### config.mk
export PLATFORM = sky130hd
export DESIGN_NAME = ram_wrbuf_flat
export DESIGN_NICKNAME = d
export VERILOG_FILES = /design/src/rtl/ram_wrbuf_if.sv /design/src/rtl/ram_wrbuf.sv /design/src/flat_wrapper.sv
export SDC_FILE = /design/constraint.sdc
export NUM_CORES = 1
export LEC_CHECK = 0
export CORE_MARGIN = 4
export CORE_UTILIZATION = 55
export CTS_CLUSTER_DIAMETER = 200
export DETAILED_ROUTE_END_ITERATION = 8
export PLACE_DENSITY = 0.93
export SLEW_MARGIN = 20
export SYNTH_ARGS = -nofsm -noshare
export SYNTH_HDL_FRONTEND = slang
export SYNTH_SLANG_ARGS = --single-unit
### constraint.sdc
create_clock -name clk -period 9.8 [get_ports clk]
set_input_delay 0.98 -clock clk [delete_from_list [all_inputs] [get_ports clk]]
set_output_delay 0.98 -clock clk [all_outputs]
set_load 0.01 [all_outputs]
### src/rtl/ram_wrbuf_if.sv
// ram_wrbuf_if: CPU-side and RAM-side bus bundle for the posted-write buffer.
// slave modport is the buffer's view; master modport is the view of whatever
// drives the CPU requests and plays the ram.
interface ram_wrbuf_if #(
  parameter int unsigned AW = 22,
  parameter int unsigned DW = 32
);
  logic          cpu_stb;
  logic          cpu_we;
  logic [AW-1:0] cpu_addr;
  logic [DW-1:0] cpu_data_in;
  logic [DW-1:0] cpu_data_out;
  logic          cpu_ack;
  logic          ram_stb;
  logic          ram_we;
  logic [AW-1:0] ram_addr;
  logic [DW-1:0] ram_wdata;
  logic [DW-1:0] ram_rdata;
  logic          ram_ack;
  logic          wb_empty;

  modport slave (
    input  cpu_stb, cpu_we, cpu_addr, cpu_data_in, ram_rdata, ram_ack,
    output cpu_data_out, cpu_ack, ram_stb, ram_we, ram_addr, ram_wdata, wb_empty
  );

  modport master (
    output cpu_stb, cpu_we, cpu_addr, cpu_data_in, ram_rdata, ram_ack,
    input  cpu_data_out, cpu_ack, ram_stb, ram_we, ram_addr, ram_wdata, wb_empty
  );
endinterface

### src/rtl/ram_wrbuf.sv
// ram_wrbuf: posted-write buffer in front of the ram.
// CPU writes are acknowledged on entry into a DEPTH-deep FIFO and drained to the
// ram in order; CPU reads are held until ordering against buffered writes is safe.
// Optional feature macro: RAM_WRBUF_FWD_EN -- reads compare against buffered
// entries, hits are served from the buffer, misses bypass the queued writes.
module ram_wrbuf #(
  parameter int unsigned DEPTH = 4,
  parameter int unsigned AW    = 22,
  parameter int unsigned DW    = 32
) (
  input logic        clk,
  input logic        rst_n,
  ram_wrbuf_if.slave bus
);

  localparam int unsigned IW = $clog2(DEPTH);
  localparam int unsigned PW = IW + 1;

  typedef enum logic [1:0] {
    S_IDLE,
    S_WR,
    S_RD,
    S_RDDONE
  } state_t;

  state_t        state_q, state_d;

  logic [AW-1:0] addr_mem [DEPTH];
  logic [DW-1:0] data_mem [DEPTH];
  logic [PW-1:0] wr_ptr_q, wr_ptr_d;
  logic [PW-1:0] rd_ptr_q, rd_ptr_d;
  logic          fifo_full;
  logic          fifo_empty;
  logic [IW-1:0] head_idx;

  logic          cpu_ack_q, cpu_ack_d;
  logic [DW-1:0] rdata_q, rdata_d;

  logic          wr_req;
  logic          rd_req;
  logic          push;
  logic          pop;
  logic          rd_go;
  logic          fwd_take;
  logic [DW-1:0] fwd_data;

  logic          ram_stb_c;
  logic          ram_we_c;
  logic [AW-1:0] ram_addr_c;
  logic [DW-1:0] ram_wdata_c;

  // FIFO status from the extra pointer MSB
  assign fifo_empty = (wr_ptr_q == rd_ptr_q);
  assign fifo_full  = (wr_ptr_q[IW] != rd_ptr_q[IW]) &&
                      (wr_ptr_q[IW-1:0] == rd_ptr_q[IW-1:0]);
  assign head_idx   = rd_ptr_q[IW-1:0];

  // CPU request decode: a request is only looked at while no ack is showing
  assign wr_req = bus.cpu_stb &&  bus.cpu_we && !cpu_ack_q;
  assign rd_req = bus.cpu_stb && !bus.cpu_we && !cpu_ack_q;

  // A pop and a push may share a cycle even when full: the pop frees the slot first
  assign pop  = (state_q == S_WR) && bus.ram_ack;
  assign push = wr_req && (!fifo_full || pop);

`ifdef RAM_WRBUF_FWD_EN
  logic [PW-1:0] fifo_count;
  logic          fwd_hit;

  assign fifo_count = wr_ptr_q - rd_ptr_q;

  // Scan oldest to youngest so the youngest matching entry wins
  always_comb begin
    logic [IW-1:0] idx;
    idx      = '0;
    fwd_hit  = 1'b0;
    fwd_data = '0;
    for (int unsigned i = 0; i < DEPTH; i++) begin
      idx = head_idx + IW'(i);
      if ((i < 32'(fifo_count)) && (addr_mem[idx] == bus.cpu_addr)) begin
        fwd_hit  = 1'b1;
        fwd_data = data_mem[idx];
      end
    end
  end

  // Hits complete from the buffer; misses may overtake queued writes safely
  assign fwd_take = rd_req && fwd_hit;
  assign rd_go    = rd_req && !fwd_hit;
`else
  // Without forwarding a read only proceeds once every buffered write is in the ram
  assign fwd_take = 1'b0;
  assign fwd_data = '0;
  assign rd_go    = rd_req && fifo_empty;
`endif

  // FIFO pointer and ack/read-data next-state
  always_comb begin
    wr_ptr_d  = wr_ptr_q + PW'(push);
    rd_ptr_d  = rd_ptr_q + PW'(pop);
    cpu_ack_d = push || fwd_take || ((state_q == S_RD) && bus.ram_ack);
    rdata_d   = rdata_q;
    if ((state_q == S_RD) && bus.ram_ack) begin
      rdata_d = bus.ram_rdata;
    end else if (fwd_take) begin
      rdata_d = fwd_data;
    end
  end

  // RAM-side FSM: next state and bus outputs (reads take priority in IDLE)
  always_comb begin
    state_d     = state_q;
    ram_stb_c   = 1'b0;
    ram_we_c    = 1'b0;
    ram_addr_c  = '0;
    ram_wdata_c = '0;
    unique case (state_q)
      S_IDLE: begin
        if (rd_go) begin
          state_d = S_RD;
        end else if (!fifo_empty) begin
          state_d = S_WR;
        end
      end
      S_WR: begin
        ram_stb_c   = 1'b1;
        ram_we_c    = 1'b1;
        ram_addr_c  = addr_mem[head_idx];
        ram_wdata_c = data_mem[head_idx];
        if (bus.ram_ack) begin
          state_d = S_IDLE;
        end
      end
      S_RD: begin
        ram_stb_c  = 1'b1;
        ram_addr_c = bus.cpu_addr;
        if (bus.ram_ack) begin
          state_d = S_RDDONE;
        end
      end
      S_RDDONE: begin
        state_d = S_IDLE;
      end
      default: begin
        state_d = S_IDLE;
      end
    endcase
  end

  // State, pointers and CPU-facing registers; reset abandons everything at once
  always_ff @(posedge clk or negedge rst_n) begin
    if (!rst_n) begin
      state_q   <= S_IDLE;
      wr_ptr_q  <= '0;
      rd_ptr_q  <= '0;
      cpu_ack_q <= 1'b0;
      rdata_q   <= '0;
    end else begin
      state_q   <= state_d;
      wr_ptr_q  <= wr_ptr_d;
      rd_ptr_q  <= rd_ptr_d;
      cpu_ack_q <= cpu_ack_d;
      rdata_q   <= rdata_d;
    end
  end

  // Buffer storage; contents are only meaningful between the pointers
  always_ff @(posedge clk) begin
    if (push) begin
      addr_mem[wr_ptr_q[IW-1:0]] <= bus.cpu_addr;
      data_mem[wr_ptr_q[IW-1:0]] <= bus.cpu_data_in;
    end
  end

  assign bus.cpu_ack      = cpu_ack_q;
  assign bus.cpu_data_out = rdata_q;
  assign bus.ram_stb      = ram_stb_c;
  assign bus.ram_we       = ram_we_c;
  assign bus.ram_addr     = ram_addr_c;
  assign bus.ram_wdata    = ram_wdata_c;
  assign bus.wb_empty     = fifo_empty && (state_q == S_IDLE);

endmodule

### src/flat_wrapper.sv
// flat-port wrapper written by rule: the top's interface ports become plain ports
module ram_wrbuf_flat 
#(
  parameter int unsigned DEPTH = 4,
  parameter int unsigned AW    = 22,
  parameter int unsigned DW    = 32
)
  (clk, rst_n, bus_cpu_stb, bus_cpu_we, bus_cpu_addr, bus_cpu_data_in, bus_ram_rdata, bus_ram_ack, bus_cpu_data_out, bus_cpu_ack, bus_ram_stb, bus_ram_we, bus_ram_addr, bus_ram_wdata, bus_wb_empty);
  ram_wrbuf_if #(.AW(AW), .DW(DW)) bus_i ();
  input logic clk;
  input logic rst_n;
  input wire logic [$bits(bus_i.cpu_stb)-1:0] bus_cpu_stb;
  input wire logic [$bits(bus_i.cpu_we)-1:0] bus_cpu_we;
  input wire logic [$bits(bus_i.cpu_addr)-1:0] bus_cpu_addr;
  input wire logic [$bits(bus_i.cpu_data_in)-1:0] bus_cpu_data_in;
  input wire logic [$bits(bus_i.ram_rdata)-1:0] bus_ram_rdata;
  input wire logic [$bits(bus_i.ram_ack)-1:0] bus_ram_ack;
  output wire logic [$bits(bus_i.cpu_data_out)-1:0] bus_cpu_data_out;
  output wire logic [$bits(bus_i.cpu_ack)-1:0] bus_cpu_ack;
  output wire logic [$bits(bus_i.ram_stb)-1:0] bus_ram_stb;
  output wire logic [$bits(bus_i.ram_we)-1:0] bus_ram_we;
  output wire logic [$bits(bus_i.ram_addr)-1:0] bus_ram_addr;
  output wire logic [$bits(bus_i.ram_wdata)-1:0] bus_ram_wdata;
  output wire logic [$bits(bus_i.wb_empty)-1:0] bus_wb_empty;
  assign bus_i.cpu_stb = bus_cpu_stb;
  assign bus_i.cpu_we = bus_cpu_we;
  assign bus_i.cpu_addr = bus_cpu_addr;
  assign bus_i.cpu_data_in = bus_cpu_data_in;
  assign bus_i.ram_rdata = bus_ram_rdata;
  assign bus_i.ram_ack = bus_ram_ack;
  assign bus_cpu_data_out = bus_i.cpu_data_out;
  assign bus_cpu_ack = bus_i.cpu_ack;
  assign bus_ram_stb = bus_i.ram_stb;
  assign bus_ram_we = bus_i.ram_we;
  assign bus_ram_addr = bus_i.ram_addr;
  assign bus_ram_wdata = bus_i.ram_wdata;
  assign bus_wb_empty = bus_i.wb_empty;
  ram_wrbuf #(.DEPTH(DEPTH), .AW(AW), .DW(DW)) u_core (.clk(clk), .rst_n(rst_n), .bus(bus_i));
endmodule
==> reports/results.txt <==
Post-DP HPWL - 12900 um
Sequential element share of the synthesized area - 75.8%
Arr. time, crit path - 2.92 ns
Die ar. - 20200 um2
Setup violators final - 0
Most frequent cells in the layout - 216 x edfxtp_1, 179 x clkdlybuf4s50_1, 54 x mux4_2
Resized cells post-CTS - 0
Wirelength per Cell - 23.2 um
Vias per inst - 5.80
CP endpoint kind - primary output
Post-Syn Nets - 555
Synthesized instance count - 457
IO Port Bufs - 180
Share of cells above drive strength 1 - 20.3%
CTS tree - done
CP Data Required Time - 8.82 ns
Largest net degree at the start of global routing - 55
Fin. max-slew vios - 0
Post-route clock skew - 0.0165 ns
Vias in the first global route - 5798
Tmin final - 3.90 ns
Root Driver - clkbuf_16
RSZ-0062 raised after global routing - no
Setup Buffers After CTS - 0
DR DRC count - 0
Std cell rows - 48
Die extent in y - 142 um
Area post-placement - 12000 um2
Final setup TNS - 0 ns
Synth-to-Final Area Change - 28.4%
Slowest stage cell, crit path - buf_4
Clk sink count - 257
Critical path class - reg2out
Starting Density - 56.7%
Initial antenna violation count - 0
Lkg Pwr - 4.38 nW
Routed via count - 5182
Global-route wire length before repair - 32400 um
Max rail drop VDD - 0.000227 V
Total congestion overflow - 0
Number of I/O pins - 181
Total Routing Usage GR - 20.8%
Worst-Margin Slew - 0.910 ns
Worst path max stage delay - 0.61 ns
Fin area - 12700 um2
1st-pass router iterations - 4
Slew HR - 39.4%
Avg Cell Area, Syn - 21.7 um2
Pwr/cell area - 288 nW/um2
Commonest non-fill, non-tap cell in the layout - edfxtp_1
Max Buffers Root-to-Sink - 3
Cell Area, Synth - 9910 um2
Ordered cell list for the critical path - buf_4 -> mux4_2 -> a22o_1 -> clkdlybuf4s50_1
NumNets Final - 750
Total Wirelength - 20800 um
Gpl congestion - 0.773
Max Cap Violations - 0
Core box area - 17500 um2
Clock buffer count from CTS - 25
Final hold vios - 0
Worst hold path class - reg2reg
H-tree depth - 1
Final Cycle Share - 39.8%
Synthesis-stage register bit count - 257
Layout Utilization - 72.8%
Die X-Extent - 142 um
Outcome - finished, final reports clean
Antenna Cells - 0
Antenna Nets Post-Route - 0
Fill cell count - 1013
Reg clk slew, reported paths - 0.06 ns
DRT iter0 DRCs - 366
Worst skew pair latency - 0.51 ns
Yosys cell types - 26
Synth Warn # - 0
Crit path launch type - flop
Hold buffers post-CTS - 0
Worst-path maximum fanout - 44
Maximum clock rate - 0.256 GHz
sequential cells by signal (all words and copies together) (netlist names):
| register | flops |
|---|---|
| u_core.addr_mem | 88 |
| u_core.bus.cpu_ack | 1 |
| u_core.bus.cpu_data_out | 32 |
| u_core.data_mem | 128 |
| u_core.rd_ptr_q | 3 |
| u_core.state_q | 2 |
| u_core.wr_ptr_q | 3 |
final cells by class:
| type | instances | area, um2 | share of cell area [%] |
|---|---|---|---|
| clock inverters | 10 | 98.8 | 0.777 |
| repair buffers | 190 | 1890 | 14.9 |
| flip-flops and latches | 257 | 7520 | 59.1 |
| well taps | 225 | 282 | 2.21 |
| inverters | 6 | 22.5 | 0.177 |
| clock buffers | 34 | 659 | 5.18 |
| multi-input cells | 172 | 2250 | 17.7 |
per-stage QoR:
step | std cells | power [mW] | setup WS (ns) | hold slack [ns]
final | 894 | 3.66 | 5.90 | 0.487
after global routing | 894 | 3.84 | 5.79 | 0.516
after CTS | 894 | 3.71 | 5.87 | 0.492
after detailed placement | 850 | 2.79 | 6.43 | 0.475
after global placement | 849 | 2.73 | 6.23 | 0.475
after floorplan | 457 | 2.20 | 3.95 | 0.460
synthesized netlist by cell type (all sizes together):
cell / n / area [um2]
a32oi: 1 / 8.76
nor2: 1 / 3.75
and2: 34 / 213
o21ai: 1 / 5.00
buf: 15 / 120
o21bai: 1 / 7.51
a41o: 1 / 10.0
a22o: 23 / 201
mux2: 32 / 360
dfrtp: 41 / 1030
nand4bb: 1 / 11.3
clkbuf: 7 / 26.3
nand2: 5 / 18.8
ha: 7 / 87.6
xnor2: 2 / 17.5
nor3: 1 / 5.00
o21a: 1 / 7.51
nand3b: 1 / 7.51
inv: 6 / 22.5
nor3b: 3 / 22.5
mux4: 54 / 1220
edfxtp: 216 / 6490
xor2: 3 / 26.3
per-layer routing:
| metal | track usage, % | vias to the layer above | part of all wire (%) |
|---|---|---|---|
| met5 | 0 | - | 0 |
| met4 | 4.39 | 0 | 1.7 |
| met3 | 5.44 | 31 | 7.5 |
| met2 | 36.1 | 205 | 52 |
| met1 | 26.9 | 2700 | 39 |
| li1 | - | 2246 | - |
critical path: cells and delay by family (launching register included):
| family | cells | cell delay, ns |
|---|---|---|
| flip-flops | 1 | 0.59 |
| AO/OA/AOI/OAI | 1 | 0.26 |
| multiplexers | 1 | 0.41 |
| buffers and inverters | 2 | 1.12 |
cell families after synthesis:
family | share of synthesized area [%]
AO/OA/AOI/OAI | 2.42
XOR/XNOR | 0.442
adder cells (fa/ha/maj) | 0.884
buffers and inverters | 1.70
flip-flops | 75.8
multiplexers | 15.9
AND/OR/NAND/NOR | 2.84
power breakdown:
group,switching [mW],leakage (nW),internal (mW)
logic,0.532,1.56,0.730
clock network,0.382,0.367,0.522
registers,0.122,2.45,1.37
path summary, 6_finish.rpt:
kind                       slack, ns                         end          startpoint  cells past startpoint
max reg2reg                     6.70      u_core.data_mem[2][26]  u_core.rd_ptr_q[1]                      5
min                             0.49          u_core.rd_ptr_q[2]  u_core.rd_ptr_q[2]                      1
min in group asynchronous       0.61  u_core.bus.cpu_data_out[6]               rst_n                      1
max in group asynchronous       8.53          u_core.rd_ptr_q[0]               rst_n                      1
min reg2reg                     0.49          u_core.rd_ptr_q[2]  u_core.rd_ptr_q[2]                      1
max                             5.90             bus_ram_addr[9]  u_core.rd_ptr_q[1]                      4
Power figures use the tool's default switching activity.
